File: src/rtl/ram_sweep_pkg.sv
`default_nettype none
// ============================================================================
// Package : ram_pkg
// Purpose : Shared types and helpers for the ram_sweep block.
//           - state_t   : sweep controller states (SWEEP, IDLE)
//           - is_access : true when a user request is presented
// Rev     : 1.0  initial release
// ============================================================================
package ram_pkg;

  // SWEEP is encoded as zero so the reset value reads naturally in a
  // waveform viewer as "not yet usable".
  typedef enum logic [0:0] {
    SWEEP = 1'b0,
    IDLE  = 1'b1
  } state_t;

  // A request counts as an access only when enabled and at least one of
  // read/write is asked for.
  function automatic logic is_access(input logic e, input logic w, input logic r);
    return e & (w | r);
  endfunction

endpackage : ram_pkg
`default_nettype wire

File: src/rtl/ram_sweep_if.sv
`default_nettype none
// ============================================================================
// Interface : ram_sweep_if
// Purpose   : User-side access bundle of the ram_sweep block.
// Ports     : e, w, r, addr, din, clr  - requests from the user (master)
//             dout, dvalid, busy, rej  - responses from the RAM (slave)
// Rev       : 1.0  initial release
// ============================================================================
interface ram_sweep_if #(
  parameter int DW = 16,
  parameter int AW = 6
);

  logic          e;
  logic          w;
  logic          r;
  logic [AW-1:0] addr;
  logic [DW-1:0] din;
  logic          clr;
  logic [DW-1:0] dout;
  logic          dvalid;
  logic          busy;
  logic          rej;

  modport master (
    output e, w, r, addr, din, clr,
    input  dout, dvalid, busy, rej
  );

  modport slave (
    input  e, w, r, addr, din, clr,
    output dout, dvalid, busy, rej
  );

endinterface : ram_sweep_if
`default_nettype wire

File: src/rtl/ram_sweep_core.sv
`default_nettype none
// ============================================================================
// Module  : ram_core
// Purpose : DW x 2**AW storage array, one synchronous write port and one
//           registered read port sharing a single address.
// Ports   : clk, rst      - clock, async active-high reset (read reg only)
//           we, re        - write / read strobes
//           addr          - shared word address
//           wdata         - write data
//           rdata         - registered read data (resets to 0)
// Rev     : 1.0  initial release
// ============================================================================
module ram_core #(
  parameter int DW = 16,
  parameter int AW = 6
) (
  input  wire logic          clk,
  input  wire logic          rst,
  input  wire logic          we,
  input  wire logic          re,
  input  wire logic [AW-1:0] addr,
  input  wire logic [DW-1:0] wdata,
  output      logic [DW-1:0] rdata
);

  localparam int c_DEPTH = 2 ** AW;

  logic [DW-1:0] r_mem [0:c_DEPTH-1];
  logic [DW-1:0] r_rdata;

  // The array carries no reset so it maps onto plain RAM primitives; its
  // contents become defined through the clear sweep.
  always_ff @(posedge clk) begin
    if (we) begin
      r_mem[addr] <= wdata;
    end
  end

  // Both ports update on the same edge through non-blocking assignments, so
  // a simultaneous read and write to one address returns the old word.
  always_ff @(posedge clk or posedge rst) begin
    if (rst) begin
      r_rdata <= '0;
    end else if (re) begin
      r_rdata <= r_mem[addr];
    end
  end

  assign rdata = r_rdata;

endmodule : ram_core
`default_nettype wire

File: src/rtl/ram_sweep.sv
`default_nettype none
// ============================================================================
// Module  : ram_sweep
// Purpose : Single-port synchronous RAM with a built-in clear sweep. After
//           reset, and whenever clr is seen in IDLE, every word is written
//           with CLR_VAL, one word per cycle; user accesses arriving during
//           the sweep are rejected with a one-cycle rej pulse.
// Ports   : clk  - rising-edge clock
//           rst  - asynchronous active-high reset
//           bus  - ram_sweep_if.slave: e/w/r/addr/din/clr in,
//                  dout/dvalid/busy/rej out
// Rev     : 1.0  initial release
// ============================================================================
module ram_sweep
  import ram_pkg::*;
#(
  parameter int          DW      = 16,
  parameter int          AW      = 6,
  parameter logic [DW-1:0] CLR_VAL = '0
) (
  input wire logic    clk,
  input wire logic    rst,
  ram_sweep_if.slave  bus
);

  localparam logic [AW-1:0] c_LAST_ADDR = {AW{1'b1}};

  state_t        r_state;
  logic [AW-1:0] r_cnt;
  logic          r_dvalid;
  logic          r_rej;

  logic          w_sweeping;
  logic          w_access;
  logic          w_core_we;
  logic          w_core_re;
  logic [AW-1:0] w_core_addr;
  logic [DW-1:0] w_core_wdata;
  logic [DW-1:0] w_core_rdata;

  assign w_sweeping = (r_state == SWEEP);
  assign w_access   = is_access(bus.e, bus.w, bus.r);

  // Access mux: the sweep owns the array port completely while it runs;
  // user requests only reach the array in IDLE.
  always_comb begin
    w_core_we    = 1'b0;
    w_core_re    = 1'b0;
    w_core_addr  = bus.addr;
    w_core_wdata = bus.din;
    if (w_sweeping) begin
      w_core_we    = 1'b1;
      w_core_addr  = r_cnt;
      w_core_wdata = CLR_VAL;
    end else begin
      w_core_we = bus.e & bus.w;
      w_core_re = bus.e & bus.r;
    end
  end

  // Sweep controller with its registered strobes. The counter wraps to 0
  // naturally on the edge that writes the last address, so the next clr
  // can also simply force it back to 0.
  always_ff @(posedge clk or posedge rst) begin
    if (rst) begin
      r_state  <= SWEEP;
      r_cnt    <= '0;
      r_dvalid <= 1'b0;
      r_rej    <= 1'b0;
    end else begin
      r_dvalid <= 1'b0;
      r_rej    <= 1'b0;
      case (r_state)
        SWEEP: begin
          r_cnt <= r_cnt + AW'(1);
          // clr is deliberately not looked at here: a running sweep is
          // never restarted.
          r_rej <= w_access;
          if (r_cnt == c_LAST_ADDR) begin
            r_state <= IDLE;
          end
        end
        IDLE: begin
          r_dvalid <= bus.e & bus.r;
          if (bus.clr) begin
            r_state <= SWEEP;
            r_cnt   <= '0;
          end
        end
        default: begin
          r_state <= SWEEP;
          r_cnt   <= '0;
        end
      endcase
    end
  end

  ram_core #(
    .DW (DW),
    .AW (AW)
  ) u_core (
    .clk   (clk),
    .rst   (rst),
    .we    (w_core_we),
    .re    (w_core_re),
    .addr  (w_core_addr),
    .wdata (w_core_wdata),
    .rdata (w_core_rdata)
  );

  assign bus.dout   = w_core_rdata;
  assign bus.dvalid = r_dvalid;
  assign bus.busy   = w_sweeping;
  assign bus.rej    = r_rej;

endmodule : ram_sweep
`default_nettype wire

File: src/flat_wrapper.sv
// flat-port wrapper written by rule: the top's interface ports become plain ports
module ram_sweep_flat import ram_pkg::*;
#(
  parameter int          DW      = 16,
  parameter int          AW      = 6,
  parameter logic [DW-1:0] CLR_VAL = '0
)
  (clk, rst, bus_e, bus_w, bus_r, bus_addr, bus_din, bus_clr, bus_dout, bus_dvalid, bus_busy, bus_rej);
  ram_sweep_if #(.DW(DW), .AW(AW)) bus_i ();
  input wire logic clk;
  input wire logic rst;
  input wire logic [$bits(bus_i.e)-1:0] bus_e;
  input wire logic [$bits(bus_i.w)-1:0] bus_w;
  input wire logic [$bits(bus_i.r)-1:0] bus_r;
  input wire logic [$bits(bus_i.addr)-1:0] bus_addr;
  input wire logic [$bits(bus_i.din)-1:0] bus_din;
  input wire logic [$bits(bus_i.clr)-1:0] bus_clr;
  output wire logic [$bits(bus_i.dout)-1:0] bus_dout;
  output wire logic [$bits(bus_i.dvalid)-1:0] bus_dvalid;
  output wire logic [$bits(bus_i.busy)-1:0] bus_busy;
  output wire logic [$bits(bus_i.rej)-1:0] bus_rej;
  assign bus_i.e = bus_e;
  assign bus_i.w = bus_w;
  assign bus_i.r = bus_r;
  assign bus_i.addr = bus_addr;
  assign bus_i.din = bus_din;
  assign bus_i.clr = bus_clr;
  assign bus_dout = bus_i.dout;
  assign bus_dvalid = bus_i.dvalid;
  assign bus_busy = bus_i.busy;
  assign bus_rej = bus_i.rej;
  ram_sweep #(.DW(DW), .AW(AW), .CLR_VAL(CLR_VAL)) u_core (.clk(clk), .rst(rst), .bus(bus_i));
endmodule
File: config.mk
export PLATFORM = sky130hd
export DESIGN_NAME = ram_sweep_flat
export DESIGN_NICKNAME = d
export VERILOG_FILES = /design/src/rtl/ram_sweep_pkg.sv /design/src/rtl/ram_sweep_if.sv /design/src/rtl/ram_sweep_core.sv /design/src/rtl/ram_sweep.sv /design/src/flat_wrapper.sv
export SDC_FILE = /design/constraint.sdc
export NUM_CORES = 1
export LEC_CHECK = 0
export ABC_AREA = 1
export CAP_MARGIN = 10
export CORE_AREA = 2 2 327 410
export DETAILED_ROUTE_END_ITERATION = 8
export DIE_AREA = 0 0 329 412
export PLACE_DENSITY = 0.51
export SLEW_MARGIN = 10
export SYNTH_ARGS = -nofsm -noshare
export SYNTH_HDL_FRONTEND = slang
export SYNTH_HIERARCHICAL = 1
export SYNTH_SLANG_ARGS = --single-unit
File: constraint.sdc
create_clock -name clk -period 10 [get_ports clk]
set_input_delay 2.5 -clock clk [delete_from_list [all_inputs] [get_ports clk]]
set_output_delay 2.5 -clock clk [all_outputs]
set_load 0.03 [all_outputs]
==> results.txt <==
Leak Pwr: 21.3 nW
Sw Share: 40.8%
Flop pwr share: 36.0%
Worst-path clk slew: 0.06 ns
TritonCTS clock tree: done
Via count: 29716
Power share of the clock group: 26.3%
Fin Setup TNS: 0 ns
Total Power: 15.0 mW
Maximum clock rate: 172 MHz
HP Class: reg -> reg
Post-DP HPWL: 70900 µm
Final count of pins violating max slew: 0
Syn_nets: 4453
Chip height: 412 µm
Power density cells: 298 mW/mm²
Sequential area share after synthesis: 70.5%
Yosys Warn Count: 6
Vias in the first global route: 28699
Hold WS: 0.555 ns
DP Worst Slack: 3.54 ns
Placement Cell Area: 0.0471 mm²
Layout Utilization: 38.4%
Pin count of the biggest net entering global routing: 173
Synth Area in Simple Gates: 26.1%
Nets@finish: 4507
Slew HR: 28.6%
Die width: 329 µm
Unique masters post-synth: 29
Worst vdd ir: 0.000210 V
Area contributors post-synth: edfxtp_1, nand2_1, dfrtp_1
Largest family of logic cells by synthesized area: simple AND/OR/NAND/NOR gates
Non-filler instance count after layout: 6304
Tmin final: 5.82 ns
Required time of the critical path: 10.38 ns
# clock sinks: 1049
WP data arrival: 6.20 ns
Residual DRC: 0
Clock Tree Buf Depth: 3
Fraction of layout cells with a size suffix above 1: 7.07%
Avg Vias per Cell: 4.71
Total Wirelength: 128000 µm
WL/cell: 20.4 µm
Rows: 149
Synth top area share: 69.1%
Gate Count Post-Synth: 4424
Mapped Area: 0.0445 mm²
Latest clock arrival within the worst-skew pair: 0.71 ns
Layout Skew: 0.0270 ns
Critical path type: in -> reg
Post-route ant nets: 0
Crit path max fanout: 48
Initial Utilization: 33.9%
Post-CTS Resized: 0
Final Hold Fails: 0
Final WS setup: 4.18 ns
Antenna violations before repair: 2
Reg-to-reg setup timing slack: 5.59 ns
Critical path launch point type: input pin
Port bufs: 46
Synth Area in Adders: 0.0281%
Die area: 0.136 mm²
GPL Wtd Cong: 0.818
Total gr overflow: 0
Initial DRC count: 2320
Io pins: 47
Post-synthesis xor/xnor area fraction: 0%
Endpoint type of the worst setup path: flop
Status: completed
Postcts setup bufs: 0
Fillers: 12925
Total CTS buffers: 107
Total global-route track usage: 18.8%
Placed instance count: 6105
Synth area leader: edfxtp_1
Hold buffer count at CTS: 0
Fin crit share: 58.2%
# setup viols final: 0
Design Area, Final: 0.0505 mm²
Yosys reg bits: 1049
Combinational power share: 37.7%
Syn_area_per_cell: 10.1 µm²
Net switching power: 6.14 mW
First-pass GRT wire length: 190000 µm
Htree depth: 3
Mux share of post-synthesis cell area: 0.0225%
RSZ-0062 raised after global routing: false
Max-Cap Viols: 0
Slew @ Worst Pin: 1.07 ns
Detailed Routing Iterations Pass 1: 5
Placeable Area: 0.131 mm²
Syn-to-layout area delta: 13.6%
Int Power: 8.90 mW
Synth Area in Compound Gates: 0.335%
Root Driver: clkbuf_16
[final timing paths]
kind | from | end | cells past startpoint
setup / recovery | bus_addr[2] | u_core/u_core/r_mem[30][7] | 9
hold / removal | u_core/r_cnt[0] | u_core/r_cnt[0] | 1
setup reg to reg | u_core/r_state | u_core/u_core/rdata[11] | 16
hold reg to reg | u_core/r_cnt[0] | u_core/r_cnt[0] | 1
max in group asynchronous | rst | u_core/u_core/rdata[13] | 2
min in group asynchronous | rst | u_core/r_cnt[5] | 2
[registers in the layout, summed over array words and instances, names as in the netlist]
signal               cells
u_core/u_core/r_mem   1024
u_core/u_core/rdata     16
u_core/r_cnt             6
u_core/bus.dvalid        1
u_core/bus.rej           1
u_core/r_state           1
[kinds of logic after synthesis]
kind of cell / after synthesis
flip-flops: 1049
adder cells (fa/ha/maj): 1
buffers and inverters: 307
multiplexers: 1
AND/OR/NAND/NOR: 3039
AO/OA/AOI/OAI: 27
[metal layers]
layer	wire length, µm	track usage, %	vias to the layer above	part of all wire [%]
met5	13	0	-	0.010
li1	-	-	14334	-
met1	53400	23.7	14466	42
met4	3960	6.56	2	3.1
met2	65000	33.2	734	51
met3	6000	2.27	180	4.7
[cell usage after synthesis (all sizes together)]
| cell | n |
|---|---|
| nor4 | 2 |
| a211oi | 1 |
| edfxtp | 1024 |
| buf | 141 |
| or2 | 20 |
| nand3 | 38 |
| a21oi | 7 |
| o211ai | 3 |
| nor2 | 108 |
| inv | 97 |
| o21ai | 16 |
| nand2 | 2862 |
| ha | 1 |
| clkbuf | 69 |
| mux2i | 1 |
| nor3 | 9 |
| dfrtp | 25 |
[final cells by class]
| class | count | area, µm² | share of cell area [%] |
|---|---|---|---|
| repair buffers | 155 | 1340 | 2.65 |
| inverters | 97 | 388 | 0.768 |
| clock inverters | 49 | 475 | 0.941 |
| diodes | 1 | 2.50 | 0.00495 |
| multi-input cells | 3068 | 11800 | 23.4 |
| clock buffers | 149 | 2950 | 5.83 |
| flip-flops and latches | 1049 | 31400 | 62.1 |
| well taps | 1736 | 2170 | 4.30 |
[cell usage in the layout (no fill, tap or decap), types with 5 or more instances in the layout]
cell	netlist	layout
nand2_1	2862	2860
edfxtp_1	1024	1024
clkbuf_16	0	109
nor2_1	108	108
buf_4	4	104
inv_1	87	71
clkdlybuf4s50_1	0	46
nand3_1	38	38
clkbuf_1	68	33
dfrtp_1	25	25
clkinv_2	0	23
inv_2	8	20
or2_2	18	18
clkinv_1	0	11
o21ai_0	12	9
nor3_4	7	8
clkbuf_8	1	7
bufinv_16	0	7
o21ai_1	4	6
a21oi_1	6	6
buf_12	0	5
[power by group through the flow]
| stage | Combinational (mW) | Clock [mW] | Sequential [mW] |
|---|---|---|---|
| detailed placement | 5.73 | 0 | 5.51 |
| finish | 5.67 | 3.95 | 5.42 |
| global route | 6.32 | 4.19 | 5.44 |
| CTS | 5.75 | 4.03 | 5.42 |
| floorplan | 3.63 | 0 | 5.52 |
| global placement | 5.73 | 0 | 5.51 |
[worst max-delay path: stages]
cell             delay, ns
clkdlybuf4s50_1       0.47
nand2_1               0.09
nand2_4               0.58
buf_4                 0.72
nand2_1               0.24
inv_1                 0.15
nand3_1               0.59
nor2_1                0.44
buf_4                 0.32
Note: power is estimated with default switching activity, not from simulation.
